[config.mk]
export PLATFORM = sky130hd
export DESIGN_NAME = stream_serializer
export DESIGN_NICKNAME = d
export VERILOG_FILES = /design/src/rtl/stream_pkg.sv /design/src/rtl/stream_serializer.sv
export SDC_FILE = /design/constraint.sdc
export NUM_CORES = 1
export LEC_CHECK = 0
export BUFFER_PORTS_ARGS = -buffer_cell sky130_fd_sc_hd__buf_4
export CAP_MARGIN = 0
export CORE_MARGIN = 4
export CORE_UTILIZATION = 40
export DETAILED_ROUTE_END_ITERATION = 7
export SETUP_SLACK_MARGIN = 0.5
export SLEW_MARGIN = 5
export SYNTH_ARGS = -nofsm -noshare
export SYNTH_HDL_FRONTEND = slang
export SYNTH_SLANG_ARGS = --single-unit
[constraint.sdc]
create_clock -name clk_i -period 2.43 [get_ports clk_i]
set_input_delay 0.1215 -clock clk_i [delete_from_list [all_inputs] [get_ports clk_i]]
set_output_delay 0.1215 -clock clk_i [all_outputs]
set_load 0.01 [all_outputs]
[src/rtl/stream_pkg.sv]
// Shared types and lane ordering for the stream width converters, so the
// serializer and a future deserializer agree on which lane goes first.
package stream_pkg;

    typedef enum logic {
        SER_IDLE = 1'b0,
        SER_SEND = 1'b1
    } ser_state_e;

    // Lane emitted on a given beat: natural (LSB lane first) or reversed order.
    function automatic int unsigned ser_lane(input int unsigned beat,
                                             input int unsigned n,
                                             input bit          msb_first);
        return msb_first ? (n - 1 - beat) : beat;
    endfunction

endpackage

[src/rtl/stream_serializer.sv]
// Width-down converter: one N*DW-bit word in, N DW-bit beats out with last_o on the final beat.
// Build option STREAM_SERIALIZER_MSB_FIRST_EN emits the top lane first.
module stream_serializer
    import stream_pkg::*;
#(
    parameter int unsigned DW = 8,
    parameter int unsigned N  = 4
) (
    input  logic          clk_i,
    input  logic          rst_ni,
    input  logic          clear_i,
    input  logic          valid_i,
    output logic          ready_o,
    input  logic [N*DW-1:0] data_i,
    output logic          valid_o,
    input  logic          ready_i,
    output logic [DW-1:0] data_o,
    output logic          last_o
);

    localparam int unsigned   CW       = $clog2(N);
    localparam logic [CW-1:0] LAST_CNT = CW'(N - 1);
`ifdef STREAM_SERIALIZER_MSB_FIRST_EN
    localparam bit MSB_FIRST = 1'b1;
`else
    localparam bit MSB_FIRST = 1'b0;
`endif

    if (N < 2) begin : g_bad_n
        $error("stream_serializer: N must be >= 2");
    end

    ser_state_e             state_q;
    logic [CW-1:0]          cnt_q;
    logic [N-1:0][DW-1:0]   word_q;
    logic [N-1:0][DW-1:0]   din;
    logic [DW-1:0]          data_q;
    logic                   last_q;
    logic [CW-1:0]          cnt_nxt;

    function automatic logic [CW-1:0] lane_of(input logic [CW-1:0] beat);
        return CW'(ser_lane(32'(beat), N, MSB_FIRST));
    endfunction

    assign din     = data_i;
    assign cnt_nxt = cnt_q + CW'(1);

    assign valid_o = (state_q == SER_SEND);
    assign data_o  = data_q;
    assign last_o  = last_q;
    // Combinational from ready_i so a new word can be taken on the final beat.
    assign ready_o = (state_q == SER_IDLE) | ((state_q == SER_SEND) & last_q & ready_i);

    always_ff @(posedge clk_i or negedge rst_ni) begin
        if (!rst_ni) begin
            state_q <= SER_IDLE;
            cnt_q   <= '0;
            word_q  <= '0;
            data_q  <= '0;
            last_q  <= 1'b0;
        end else if (clear_i) begin
            state_q <= SER_IDLE;
            cnt_q   <= '0;
            last_q  <= 1'b0;
        end else begin
            case (state_q)
                SER_IDLE: begin
                    if (valid_i) begin
                        state_q <= SER_SEND;
                        word_q  <= din;
                        cnt_q   <= '0;
                        data_q  <= din[lane_of('0)];
                        last_q  <= 1'b0;
                    end
                end
                SER_SEND: begin
                    if (ready_i) begin
                        if (!last_q) begin
                            cnt_q  <= cnt_nxt;
                            data_q <= word_q[lane_of(cnt_nxt)];
                            last_q <= (cnt_nxt == LAST_CNT);
                        end else if (valid_i) begin
                            // Reload on the final beat: no bubble between words.
                            word_q <= din;
                            cnt_q  <= '0;
                            data_q <= din[lane_of('0)];
                            last_q <= 1'b0;
                        end else begin
                            state_q <= SER_IDLE;
                            cnt_q   <= '0;
                            last_q  <= 1'b0;
                        end
                    end
                end
                default: begin
                    state_q <= SER_IDLE;
                    cnt_q   <= '0;
                    last_q  <= 1'b0;
                end
            endcase
        end
    end

endmodule

==> summary.md <==
| Metric | Value |
|---|---|
| Largest cells by area after synthesis | `dfrtp_1, mux2_4, mux4_2` |
| Placed instance area | `0.00251 mm²` |
| WHS Path Cells | `2` |
| DRT Wirelength | `4300 µm` |
| Synthesized flop and latch total | `44` |
| Antenna-violating nets left | `0` |
| Cell with the most instances after synthesis | `dfrtp_1` |
| Share of cells above drive strength 1 | `59.0%` |
| Worst-path cell chain | `a21bo_4, and3_4, mux2_2` |
| CP top delay family | `flip-flops` |
| Reg2reg path depth | `3` |
| Grt ovf | `0` |
| Reg-to-Reg End | `word_q[28]` |
| Post-synth top flop | `dfrtp_1` |
| Routability cong. | `0.699` |
| Worst rel slew slack | `between 60% and 70%` |
| Initial antenna violation count | `0` |
| Routed len/inst | `~17 µm` |
| Die ar. | `0.00657 mm²` |
| Required @ worst endpoint | `around 2600 ps` |
| Clk buf depth | `2` |
| Crit. Startpoint | `valid_o` |
| Post-synth EDFFs | `0` |
| Core area | `0.00514 mm²` |
| Clk slew on worst S/H paths | `90 ps` |
| Sequential cell area | `0.00110 mm²` |
| Worst VDD drop | `approximately 0.34 mV` |
| Area growth, synth to finish | `22.3%` |
| Post-CTS sizing | `0` |
| CTS tree | `built` |
| Fillers | `478` |
| Multiplexer share of the synthesized area | `28.8%` |
| Gr usage total | `14.8%` |
| Clock latency on the worst-skew pair | `~300 ps` |
| Vias | `1,281` |
| Num CTS Buffers | `5` |
| Vias in the first global route | `1,487` |
| Clock root buffer master | `clkbuf_8` |
| Max-capacitance violation count | `0` |
| Fmax | `554 MHz` |
| Syn Area/Cell | `16.0 µm²` |
| Starting DRC count in detailed routing | `47` |
| Critical path class | `reg2reg` |
| Synthesized area | `between 0.002 and 0.0025 mm²` |
| R2r setup slk | `630 ps` |
| Sequential-to-total area share from yosys stat | `51.6%` |
| Largest net degree at the start of global routing | `45` |
| Synth Area in Adders | `0.586%` |
| Multi-input gate area | `938 µm²` |
| Setup_tns | `0 ps` |
| Worst Min Path Start | `clear_i` |
| Largest family of logic cells by synthesized area | `multiplexers` |
| PwrDens | `700 mW/mm²` |
| Startpoint Class | `flop` |
| HPWL after DPL | `2960 µm` |
| First-pass DRT Iterations | `4` |
| Chip width | `81.1 µm` |
| Synth warnings | `0` |
| Global-route wire length before repair | `7310 µm` |
| Clock Skews | `13.2 ps` |
| Area leader, netlist | `dfrtp_1` |
| Hold Path Sink | `valid_o` |
| Synth unique cells | `27` |
| Worst-Margin Slew | `554 ps` |
| Design Area, Final | `0.00261 mm²` |
| Num Clock Sinks | `44` |
| # rows | `26` |
| LEAKAGE | `roughly 1.2 nW` |
| Post-route DRC | `0` |
| Crit path buffers/inverters | `0` |
| CP peak stage delay | `510 ps` |
| Post-synth top cells | `dfrtp_1, mux2_4, mux2_2` |
| Slowest library cell on the worst path | `dfrtp_1` |
| CP endpoint kind | `flop` |
| Final net count | `220` |
| Compound-Gate Fraction of Synth Area | `8.03%` |
| Die Span Y | `81.1 µm` |
| Synth Area in Simple Gates | `6.51%` |
| Post-synthesis cell count | `133` |
| RSZ-0062 raised after global routing | `false` |
| Fin crit period | `1800 ps` |
| Ys async rst share | `100%` |
| Reg2reg start | `valid_o` |
| Worst Path Arrival | `1980 ps` |
| Post-synth top area share | `51.6%` |
| Synthesized Nets | `171` |
| Final Cycle Share | `74.3%` |
| Worst-path maximum fanout | `25` |
| CTS H-tree depth | `2` |
| Final setup violation count | `0` |
| Status | `complete, no violations` |
| Finished Core Util | `50.8%` |
| Synth Area in XOR/XNOR | `0%` |
| Initial Util | `41.5%` |
| ANT cells | `0` |
| Input/output buffers | `47` |
| Io pins | `48` |
| HP Class | `in2reg` |
| Slew Viols, Final | `0` |
| Final Hold Viols | `0` |
| Vias/cell | `5.06` |
-- logic make-up after synthesis --
logic type                 Yosys count
AOI/OAI and AO/OA                   17
buffers and inverters               12
and+or+nand+nor                     19
adders and majority gates            1
muxes                               40
DFF                                 44
-- state kept, by name, indices dropped and copies added, names as in the netlist --
signal / count
last_o: 1
valid_o: 1
cnt_q: 2
data_o: 8
word_q: 32
-- per-layer routing --
metal | part of all wire, % | GRT usage, %
met4 | 1.7 | 5.57
met5 | 0 | 0
met3 | 4.4 | 2.99
met2 | 50 | 24.7
met1 | 44 | 19.0
-- report_power, final --
group / switching (W) / leakage, nW / internal (W) / total, W
registers: 0.0000759 / 0.518 / 0.000861 / 0.000937
clock network: 0.000255 / 0.0445 / 0.000231 / 0.000486
logic: 0.000128 / 0.592 / 0.000276 / 0.000404
total: 0.000459 / 1.15 / 0.00137 / 0.00183
-- final cells by class --
cell class / instances / share of cell area [%]
well taps: 70 / 3.36
inverters: 5 / 0.719
multi-input cells: 77 / 36.0
flip-flops and latches: 44 / 42.2
clock buffers: 7 / 3.31
repair buffers: 49 / 14.2
clock inverters: 1 / 0.288
-- worst max-delay path by stage --
stage	to	slack [ps]	depth (start not counted)
after floorplan	data_o[5]	630	7
after global placement	word_q[26]	690	3
after detailed placement	word_q[28]	640	3
after CTS	word_q[28]	620	3
after global routing	word_q[28]	550	3
final	word_q[28]	630	3
-- cell usage in the layout, fill, tap and decap left out --
cell type,n
buf_4,48
dfrtp_1,44
mux2_4,20
mux2_2,12
mux4_2,8
nand2b_1,8
o221a_2,8
clkbuf_8,6
inv_1,5
a21oi_1,3
o21ai_0,3
nor2b_1,2
a21bo_4,1
nand3_2,1
or2b_1,1
a221oi_4,1
and4bb_1,1
and3_4,1
and3b_1,1
nand3b_1,1
nor3b_1,1
or3_2,1
nand2_1,1
o2111ai_1,1
ha_1,1
clkinvlp_4,1
clkbuf_1,1
dlygate4sd3_1,1
-- metrics by stage --
stage               std cells  power (W)  hold slack, ps  setup slack [ps]
floorplan                 133    0.00121            -174               630
detailed placement        244    0.00136             158               644
CTS                       253    0.00185            25.9               619
finish                    253    0.00183            31.6               626
global placement          244    0.00134             152               694
global route              253    0.00192            35.7               549
-- worst register-to-register path: cells and delay by family (launching register included) --
family	cells	cell delay [ps]
flops	1	510
mux	1	400
simple gates	1	510
compound gates	1	260
-- timing repair --
action                    4_1_cts  5_1_grt
hold buffers                    1        0
hold endpoints to repair       44        0
buffers inserted                0        0
Note: power is estimated with default switching activity, not from simulation.
